$ cat src/rtl/div_unit_pkg.sv
// Shared definitions for the multi-cycle DIV/DIVU unit: widths, state encodings
// and the ALU control codes that route an instruction to the divider.
package div_unit_pkg;

  localparam int unsigned XLEN       = 32;
  localparam int unsigned CNT_W      = 6;
  localparam int unsigned DIV_CYCLES = 32;

  typedef enum logic [1:0] {
    DIV_IDLE = 2'd0,
    DIV_RUN  = 2'd1,
    DIV_FIX  = 2'd2,
    DIV_DONE = 2'd3
  } div_state_e;

  // Op codes sitting alongside the single-cycle ALU control codes
  localparam logic [4:0] DIV_CONTROL  = 5'b11010;
  localparam logic [4:0] DIVU_CONTROL = 5'b11011;

endpackage

$ cat src/rtl/div_unit_if.sv
// EX-stage <-> divider handshake: operands in with a start pulse, results out with done.
interface div_if;
  import div_unit_pkg::*;

  logic            start;
  logic            signed_div;
  logic [XLEN-1:0] num1;
  logic [XLEN-1:0] num2;
  logic            annul;
  logic            busy;
  logic            done;
  logic [XLEN-1:0] quotient;
  logic [XLEN-1:0] remainder;

  modport master (
    output start, signed_div, num1, num2, annul,
    input  busy, done, quotient, remainder
  );

  modport slave (
    input  start, signed_div, num1, num2, annul,
    output busy, done, quotient, remainder
  );

endinterface

$ cat src/rtl/div_unit_step.sv
// One radix-2 restoring iteration: shift in the next dividend bit, subtract the
// divisor when it fits and report the resulting quotient bit.
module div_step #(
  parameter int unsigned WIDTH = 32
) (
  input  logic [WIDTH-1:0] rem_i,
  input  logic             bit_i,
  input  logic [WIDTH-1:0] divisor_i,
  output logic [WIDTH-1:0] rem_o,
  output logic             qbit_o
);

  logic [WIDTH:0] shifted;

  // Remainder stays below the divisor, so the difference always fits WIDTH bits
  always_comb begin
    shifted = {rem_i, bit_i};
    qbit_o  = (shifted >= {1'b0, divisor_i});
    rem_o   = qbit_o ? WIDTH'(shifted - {1'b0, divisor_i}) : shifted[WIDTH-1:0];
  end

endmodule

$ cat src/rtl/div_unit.sv
// Multi-cycle 32-bit DIV/DIVU for the MIPS EX stage (restoring on magnitudes + sign fix).
// Optional DIV_ZERO_FAST_EN: a zero divisor skips straight from IDLE to DONE.
module div_unit
  import div_unit_pkg::*;
#(
  parameter int unsigned WIDTH = XLEN
) (
  input  logic  clk,
  input  logic  rst,
  div_if.slave  bus
);

  div_state_e       state_q, state_d;
  logic [CNT_W-1:0] cnt_q, cnt_d;
  logic [WIDTH-1:0] rem_q, rem_d;
  logic [WIDTH-1:0] quo_q, quo_d;
  logic [WIDTH-1:0] dvs_q, dvs_d;
  logic             neg_quo_q, neg_quo_d;
  logic             neg_rem_q, neg_rem_d;
  logic             busy_q, busy_d;
  logic             done_q, done_d;
  logic [WIDTH-1:0] quotient_q, quotient_d;
  logic [WIDTH-1:0] remainder_q, remainder_d;

  logic             sign1, sign2;
  logic [WIDTH-1:0] step_rem;
  logic             step_qbit;

  // quo_q starts as |dividend| and fills with quotient bits from the bottom
  div_step #(.WIDTH(WIDTH)) u_step (
    .rem_i     (rem_q),
    .bit_i     (quo_q[WIDTH-1]),
    .divisor_i (dvs_q),
    .rem_o     (step_rem),
    .qbit_o    (step_qbit)
  );

  always_comb begin
    state_d     = state_q;
    cnt_d       = cnt_q;
    rem_d       = rem_q;
    quo_d       = quo_q;
    dvs_d       = dvs_q;
    neg_quo_d   = neg_quo_q;
    neg_rem_d   = neg_rem_q;
    quotient_d  = quotient_q;
    remainder_d = remainder_q;
    sign1       = 1'b0;
    sign2       = 1'b0;

    case (state_q)
      // DONE returns to IDLE and may launch the next operation on the same edge
      DIV_IDLE, DIV_DONE: begin
        state_d = DIV_IDLE;
        if (bus.start) begin
          sign1     = bus.signed_div & bus.num1[WIDTH-1];
          sign2     = bus.signed_div & bus.num2[WIDTH-1];
          quo_d     = sign1 ? -bus.num1 : bus.num1;
          dvs_d     = sign2 ? -bus.num2 : bus.num2;
          neg_quo_d = sign1 ^ sign2;
          neg_rem_d = sign1;
          rem_d     = '0;
          cnt_d     = '0;
          state_d   = DIV_RUN;
`ifdef DIV_ZERO_FAST_EN
          if (bus.num2 == '0) begin
            quotient_d  = '1;
            remainder_d = bus.num1;
            state_d     = DIV_DONE;
          end
`else
`endif
        end
      end
      DIV_RUN: begin
        rem_d = step_rem;
        quo_d = {quo_q[WIDTH-2:0], step_qbit};
        cnt_d = cnt_q + CNT_W'(1);
        if (cnt_q == CNT_W'(DIV_CYCLES - 1)) state_d = DIV_FIX;
      end
      DIV_FIX: begin
        state_d = DIV_DONE;
        // Zero divisor leaves |num1| in rem_q; restoring its sign returns num1 as-is
        quotient_d  = (dvs_q == '0) ? '1 : (neg_quo_q ? -quo_q : quo_q);
        remainder_d = neg_rem_q ? -rem_q : rem_q;
      end
      default: state_d = DIV_IDLE;
    endcase

    if (bus.annul) begin
      state_d     = DIV_IDLE;
      quotient_d  = quotient_q;
      remainder_d = remainder_q;
    end

    busy_d = (state_d == DIV_RUN) || (state_d == DIV_FIX);
    done_d = (state_d == DIV_DONE);
  end

  always_ff @(posedge clk) begin
    if (rst) begin
      state_q     <= DIV_IDLE;
      cnt_q       <= '0;
      rem_q       <= '0;
      quo_q       <= '0;
      dvs_q       <= '0;
      neg_quo_q   <= 1'b0;
      neg_rem_q   <= 1'b0;
      busy_q      <= 1'b0;
      done_q      <= 1'b0;
      quotient_q  <= '0;
      remainder_q <= '0;
    end else begin
      state_q     <= state_d;
      cnt_q       <= cnt_d;
      rem_q       <= rem_d;
      quo_q       <= quo_d;
      dvs_q       <= dvs_d;
      neg_quo_q   <= neg_quo_d;
      neg_rem_q   <= neg_rem_d;
      busy_q      <= busy_d;
      done_q      <= done_d;
      quotient_q  <= quotient_d;
      remainder_q <= remainder_d;
    end
  end

  assign bus.busy      = busy_q;
  assign bus.done      = done_q;
  assign bus.quotient  = quotient_q;
  assign bus.remainder = remainder_q;

endmodule
$ cat src/flat_wrapper.sv
// flat-port wrapper written by rule: the top's interface ports become plain ports
module div_unit_flat import div_unit_pkg::*;
#(
  parameter int unsigned WIDTH = XLEN
)
  (clk, rst, bus_start, bus_signed_div, bus_num1, bus_num2, bus_annul, bus_busy, bus_done, bus_quotient, bus_remainder);
  div_if bus_i ();
  input  logic clk;
  input  logic rst;
  input wire logic [$bits(bus_i.start)-1:0] bus_start;
  input wire logic [$bits(bus_i.signed_div)-1:0] bus_signed_div;
  input wire logic [$bits(bus_i.num1)-1:0] bus_num1;
  input wire logic [$bits(bus_i.num2)-1:0] bus_num2;
  input wire logic [$bits(bus_i.annul)-1:0] bus_annul;
  output wire logic [$bits(bus_i.busy)-1:0] bus_busy;
  output wire logic [$bits(bus_i.done)-1:0] bus_done;
  output wire logic [$bits(bus_i.quotient)-1:0] bus_quotient;
  output wire logic [$bits(bus_i.remainder)-1:0] bus_remainder;
  assign bus_i.start = bus_start;
  assign bus_i.signed_div = bus_signed_div;
  assign bus_i.num1 = bus_num1;
  assign bus_i.num2 = bus_num2;
  assign bus_i.annul = bus_annul;
  assign bus_busy = bus_i.busy;
  assign bus_done = bus_i.done;
  assign bus_quotient = bus_i.quotient;
  assign bus_remainder = bus_i.remainder;
  div_unit #(.WIDTH(WIDTH)) u_core (.clk(clk), .rst(rst), .bus(bus_i));
endmodule
$ cat config.mk
export PLATFORM = sky130hd
export DESIGN_NAME = div_unit_flat
export DESIGN_NICKNAME = d
export VERILOG_FILES = /design/src/rtl/div_unit_pkg.sv /design/src/rtl/div_unit_if.sv /design/src/rtl/div_unit_step.sv /design/src/rtl/div_unit.sv /design/src/flat_wrapper.sv
export SDC_FILE = /design/constraint.sdc
export NUM_CORES = 1
export LEC_CHECK = 0
export ABC_CLOCK_PERIOD_IN_PS = 4200
export CORE_MARGIN = 5
export CORE_UTILIZATION = 51
export CTS_CLUSTER_DIAMETER = 100
export CTS_CLUSTER_SIZE = 16
export DETAILED_ROUTE_END_ITERATION = 8
export PLACE_DENSITY = 0.74
export SLEW_MARGIN = 20
export SYNTH_ARGS = -nofsm -noshare
export SYNTH_HDL_FRONTEND = slang
export SYNTH_SLANG_ARGS = --single-unit
$ cat constraint.sdc
create_clock -name clk -period 4.2 [get_ports clk]
set_input_delay 0.84 -clock clk [delete_from_list [all_inputs] [get_ports clk]]
set_output_delay 0.84 -clock clk [all_outputs]
set_load 0.005 [all_outputs]
# Word-level counts from Yosys, hierarchy flattened
# Cells that the tools add are included.
# op_classes
n_mul,0
reduce_logical,8
n_eq_ne,8
n_mux,16
bitwise,4
shift,0
addsub,6
n_div,0
order_cmp,1
# op_table
op,n
$mux W32,8
$neg A32 Y32,4
$pmux W32 S2,2
$ge A33 B32 Y1,1
$logic_not A32 Y1,1
$sub A32 B32 Y32,1
$pmux W6 S2,1
$eq A2 B2 Y1 const B,4
$add A6 B1 Y6 const B,1
$eq A6 B5 Y1 const B,1
$mux W6,1
$pmux W2 S3,1
$reduce_and A2 Y1,3
$eq A2 B1 Y1 const B,2
$mux W2,2
$and A1 B1 Y1,2
$logic_not A2 Y1,1
$ne A2 B2 Y1 const B,1
$reduce_bool A2 Y1,1
$reduce_or A2 Y1,1
$logic_or A1 B1 Y1,1
$mux W1,1
$not A1 Y1,1
$xor A1 B1 Y1,1
# word_totals
rom_bits,0
wordCells,54
latchBits,0
n_memories,0
mem_bits_rw,0
ff_bits,172

# Depth between registers and ports, before layout
# logic_depth
depth_word,6
depth_mapped,13

# Cells and area by module
# A second synthesis with hierarchy kept.
# hier_totals
hier_cells,1483
area_unflattened_um2,11457.2
# modules_own_cells
mod,seq_area_each_um2,n_inst,cells_per_inst,area_per_inst_um2
div_unit,3443.3,1,1121,9096.2
div_step,0.0,1,362,2361.0

# Least setup slack after synthesis
# Ideal clock, no wire load.
# synth_path
kind,reg2reg
start,register u_core.quo_q[0]
end,"register u_core.quotient_q[28], in the netlist u_core.bus.quotient[28]"
path_buffers,0
path_stages_with_launch,11
path_slack_ns,1.078
t_required_ns,4.114
arrival_ns,3.036
cell_sequence,dfxtp_1 -> inv_1 -> ha_1 -> or4b_1 -> or3_1 -> or2_1 -> or4_4 -> or3_1 -> o31ai_1 -> xor2_1 -> a211oi_1
# synth_between
elab_chain_len,3
# synth_rtl
item,line,rtl
from (decl),div_unit.sv:16,"logic [WIDTH-1:0] quo_q, quo_d;"
from (signal assigned),div_unit.sv:117,quo_q <= quo_d;
$neg A32 Y32,div_unit.sv:84,quotient_d = (dvs_q == '0) ? '1 : (neg_quo_q ? -quo_q : quo_q);
$mux W32 (2 in a row),div_unit.sv:84,
to (signal assigned),div_unit.sv:123,quotient_q <= quotient_d;
to (decl),div_unit.sv:22,"logic [WIDTH-1:0] quotient_q, quotient_d;"
# Every way passes these cells.
# A chain may end at the register's enable or synchronous reset.

# Final worst setup path
# layout_path
start,register u_core.dvs_q[6]
end,register u_core.quo_q[0]
# layout_between
elab_chain_len,2
# layout_rtl
item,line,rtl
from (decl),div_unit.sv:17,"logic [WIDTH-1:0] dvs_q, dvs_d;"
from (signal assigned),div_unit.sv:118,dvs_q <= dvs_d;
$ge A33 B32 Y1,div_unit_step.sv:18,"qbit_o = (shifted >= {1'b0, divisor_i});"
$pmux W32 S2,div_unit.sv:51,case (state_q)
# Every way passes these cells.

==> results.yml <==
synthesis:
  synth_edf_count: 0
  ys_async_sr_fraction: 0
  ys.flop_type: "dfxtp_1"
  synth_area_sq_um: 10900
  syn_avg_cell_area_sq_um: 7.73
  ys_seq_elements: 172
  synth_warnings: 0
  synthDistinctLibCells: 63
  synth_cells: 1414
  yosys.area.top_type_share: 0.315
  yosysTopAreaCell: "dfxtp_1"
  ys_top_cells_by_area: "dfxtp_1 (32%), xor2_1 (7.3%), a211oi_1 (6.1%)"
  syn_nets: 1524
  synth_seq_area_share: 0.315
timing:
  slew_violations: 0
  tightest_slew_ns: 1.08
  hold_viol_final: 0
  rsz0062_at_grt: "false"
  fin_crit_ns: 3.41
  finalSetupTns_ns: 0
  period_share: 0.813
  final.setup_skew_ns: 0.0151
  setup_viol: 0
  fmax_mhz: 293
  slew_headroom: 0.278
  hold_slack_ns: 0.474
  worst_slack_ns: 0.786
place:
  placed_cells_incl_taps: 1755
  io_buffers: 134
  gp_congestion: 0.951
  dp_hpwl_um: 22400
  post_dp_cell_area_sq_um: 12400
  pre_cts_slack_ns: 0.658
detailed_routing:
  viasPerCell: 5.82
  wl_um: 29500
  wl_per_cell_um: 16.5
  drt_iter0_drc: 783
  ant_nets: 0
  firstDrtPassIters: 5
  vias: 10400
  drc: 0
clock_tree:
  cts_made_buffers: 17
  post_cts_buffers: 0
  cts_resized: 0
  cts-root-buf: "clkbuf_16"
  clkTransAtPathRegs_ns: 0.07
  holdBufCountCts: 0
  cts_num_sinks: 172
  cts_max_level: 4
  clkLatencyLatePin_ns: 0.43
  cts_tree: "yes"
  cts_max_path_buffers: 2
final_layout:
  nNetsFinal: 1609
  design_area_sq_um: 13000
  drive_gt1_frac: 0.0443
  area_growth_pct: 19.4
  diodes: 0
  final_cells: 1787
die:
  die_h_um: 156
  fp.dieW_um: 156
  rows: 53
  dieArea_sq_um: 24500
  fp.coreArea_sq_um: 21100
  ios: 135
  initial_core_util: 0.518
worst_setup_path:
  crit_path_end_kind: "register"
  cp_top_family: "compound AO/OA/AOI/OAI gates"
  crit_cells: 10
  slowest_stage: "a22o_1"
  cp_data_required_time_ns: 4.49
  startpoint_type: "register"
  r2r_slack_ns: 0.79
  rr_worst_depth: 10
  cp_max_fo: 9
  crit_path_cell_trace: "inv_1, ha_1, a211o_1, a221oi_1, o211a_1, a211oi_1, o21ai_0, a22o_1, a2bb2oi_1, a21oi_1"
  cp.arrival_ns: 3.70
  crit_type: "register to register"
  critical_path_buf_inv_count: 1
  cpPeakStageDelay_ns: 0.52
grt:
  grt_pass1_vias: 9276
  grt_first_pass_wirelength_um: 48400
  antenna_found_initial: 0
  grt_max_degree: 96
  grt_overflow: 0
  grtUsageTotal: 0.239
pwr:
  ir_drop_mv: 0.243
  p_leak_nw: 4.69
  cellPowerDensity_nw_per_um2: 311
outcome:
  outcome: "completed"
hold_path:
  hold_class: "register to register"
  whs_path_depth: 2
flow_run:
  max-cap-violations: 0
-- metrics by stage --
stage / util / power [mW]
2_1_floorplan: - / 2.24
3_3_place_gp: 0.590 / 2.46
3_5_place_dp: 0.590 / 2.47
4_1_cts: 0.619 / 4.06
5_1_grt: 0.619 / 4.23
6_report: 0.619 / 4.05
-- layout by cell type, fill, tap and decap left out, types with 25 or more instances in the layout --
cell,count
a211oi_1,89
a21oi_1,83
clkdlybuf4s50_1,133
dfxtp_1,172
ha_1,40
inv_1,54
mux2i_1,34
nand2_1,167
nand3_1,26
nor2_1,146
nor3_1,25
nor4_1,28
o21ai_0,104
xnor2_1,48
xor2_1,91
-- state kept, by name, summed over array words and instances, names as in the netlist --
name	flops
u_core.bus.quotient	32
u_core.bus.remainder	32
u_core.dvs_q	32
u_core.quo_q	32
u_core.rem_q	32
u_core.cnt_q	6
u_core.state_q	2
u_core.bus.busy	1
u_core.bus.done	1
u_core.neg_quo_q	1
u_core.neg_rem_q	1
-- cells by family (layout without fill, tap and decap cells) --
kind of cell    after synthesis  count (layout)  share of synthesized area
mux                          34              34                     0.0312
compound gates              393             393                      0.234
simple gates                497             497                      0.212
flops                       172             172                      0.315
fa+ha+maj                    41              41                     0.0476
xor+xnor                    139             139                      0.111
buf+inv                     138             236                     0.0478
-- where the power goes --
group	leakage (nW)	internal [mW]	total, mW	switching [mW]
logic	3.00	0.291	0.686	0.395
registers	1.40	1.68	1.76	0.0805
clock network	0.286	0.904	1.60	0.700
-- worst paths after layout --
check             startpoint               to
min          u_core.cnt_q[1]  u_core.cnt_q[1]
min reg2reg  u_core.cnt_q[1]  u_core.cnt_q[1]
max          u_core.dvs_q[6]  u_core.quo_q[0]
max reg2reg  u_core.dvs_q[6]  u_core.quo_q[0]
-- layout make-up --
cell class / count / area, sq um
clock buffer: 18 / 439
clock inverter: 14 / 165
fill: 1901 / 8040
inverter: 54 / 203
multi-input combinational: 1104 / 6980
sequential: 172 / 3440
tap: 275 / 344
timing repair buffer: 150 / 1470
-- worst register-to-register path, delay by kind of cell (launching register included) --
family	cells	cell delay, ns
buf+inv	1	0.09
flops	1	0.36
compound gates	8	2.45
fa+ha+maj	1	0.38
-- cell usage after synthesis, types with 13 or more instances --
cell      instances
o31ai_1          19
a21oi_1          83
mux2i_1          34
xnor2_1          48
clkbuf_1         73
dfxtp_1         172
or3_1            22
ha_1             40
o21ai_0         105
nor2b_1          13
nand2_1         167
nand4_1          13
inv_1            54
nor3_1           25
nand3_1          26
xor2_1           91
a211oi_1         89
nor4_1           28
nor2_1          147
-- routing by layer --
layer | track usage | part of all wire | vias to the layer above
met1 | 0.386 | 0.51 | 4777
li1 | - | - | 5254
met4 | 0.0430 | 0.0088 | 0
met5 | 0 | 0 | -
met3 | 0.0337 | 0.068 | 22
met2 | 0.338 | 0.41 | 343
(Power assumes the default switching activity.)
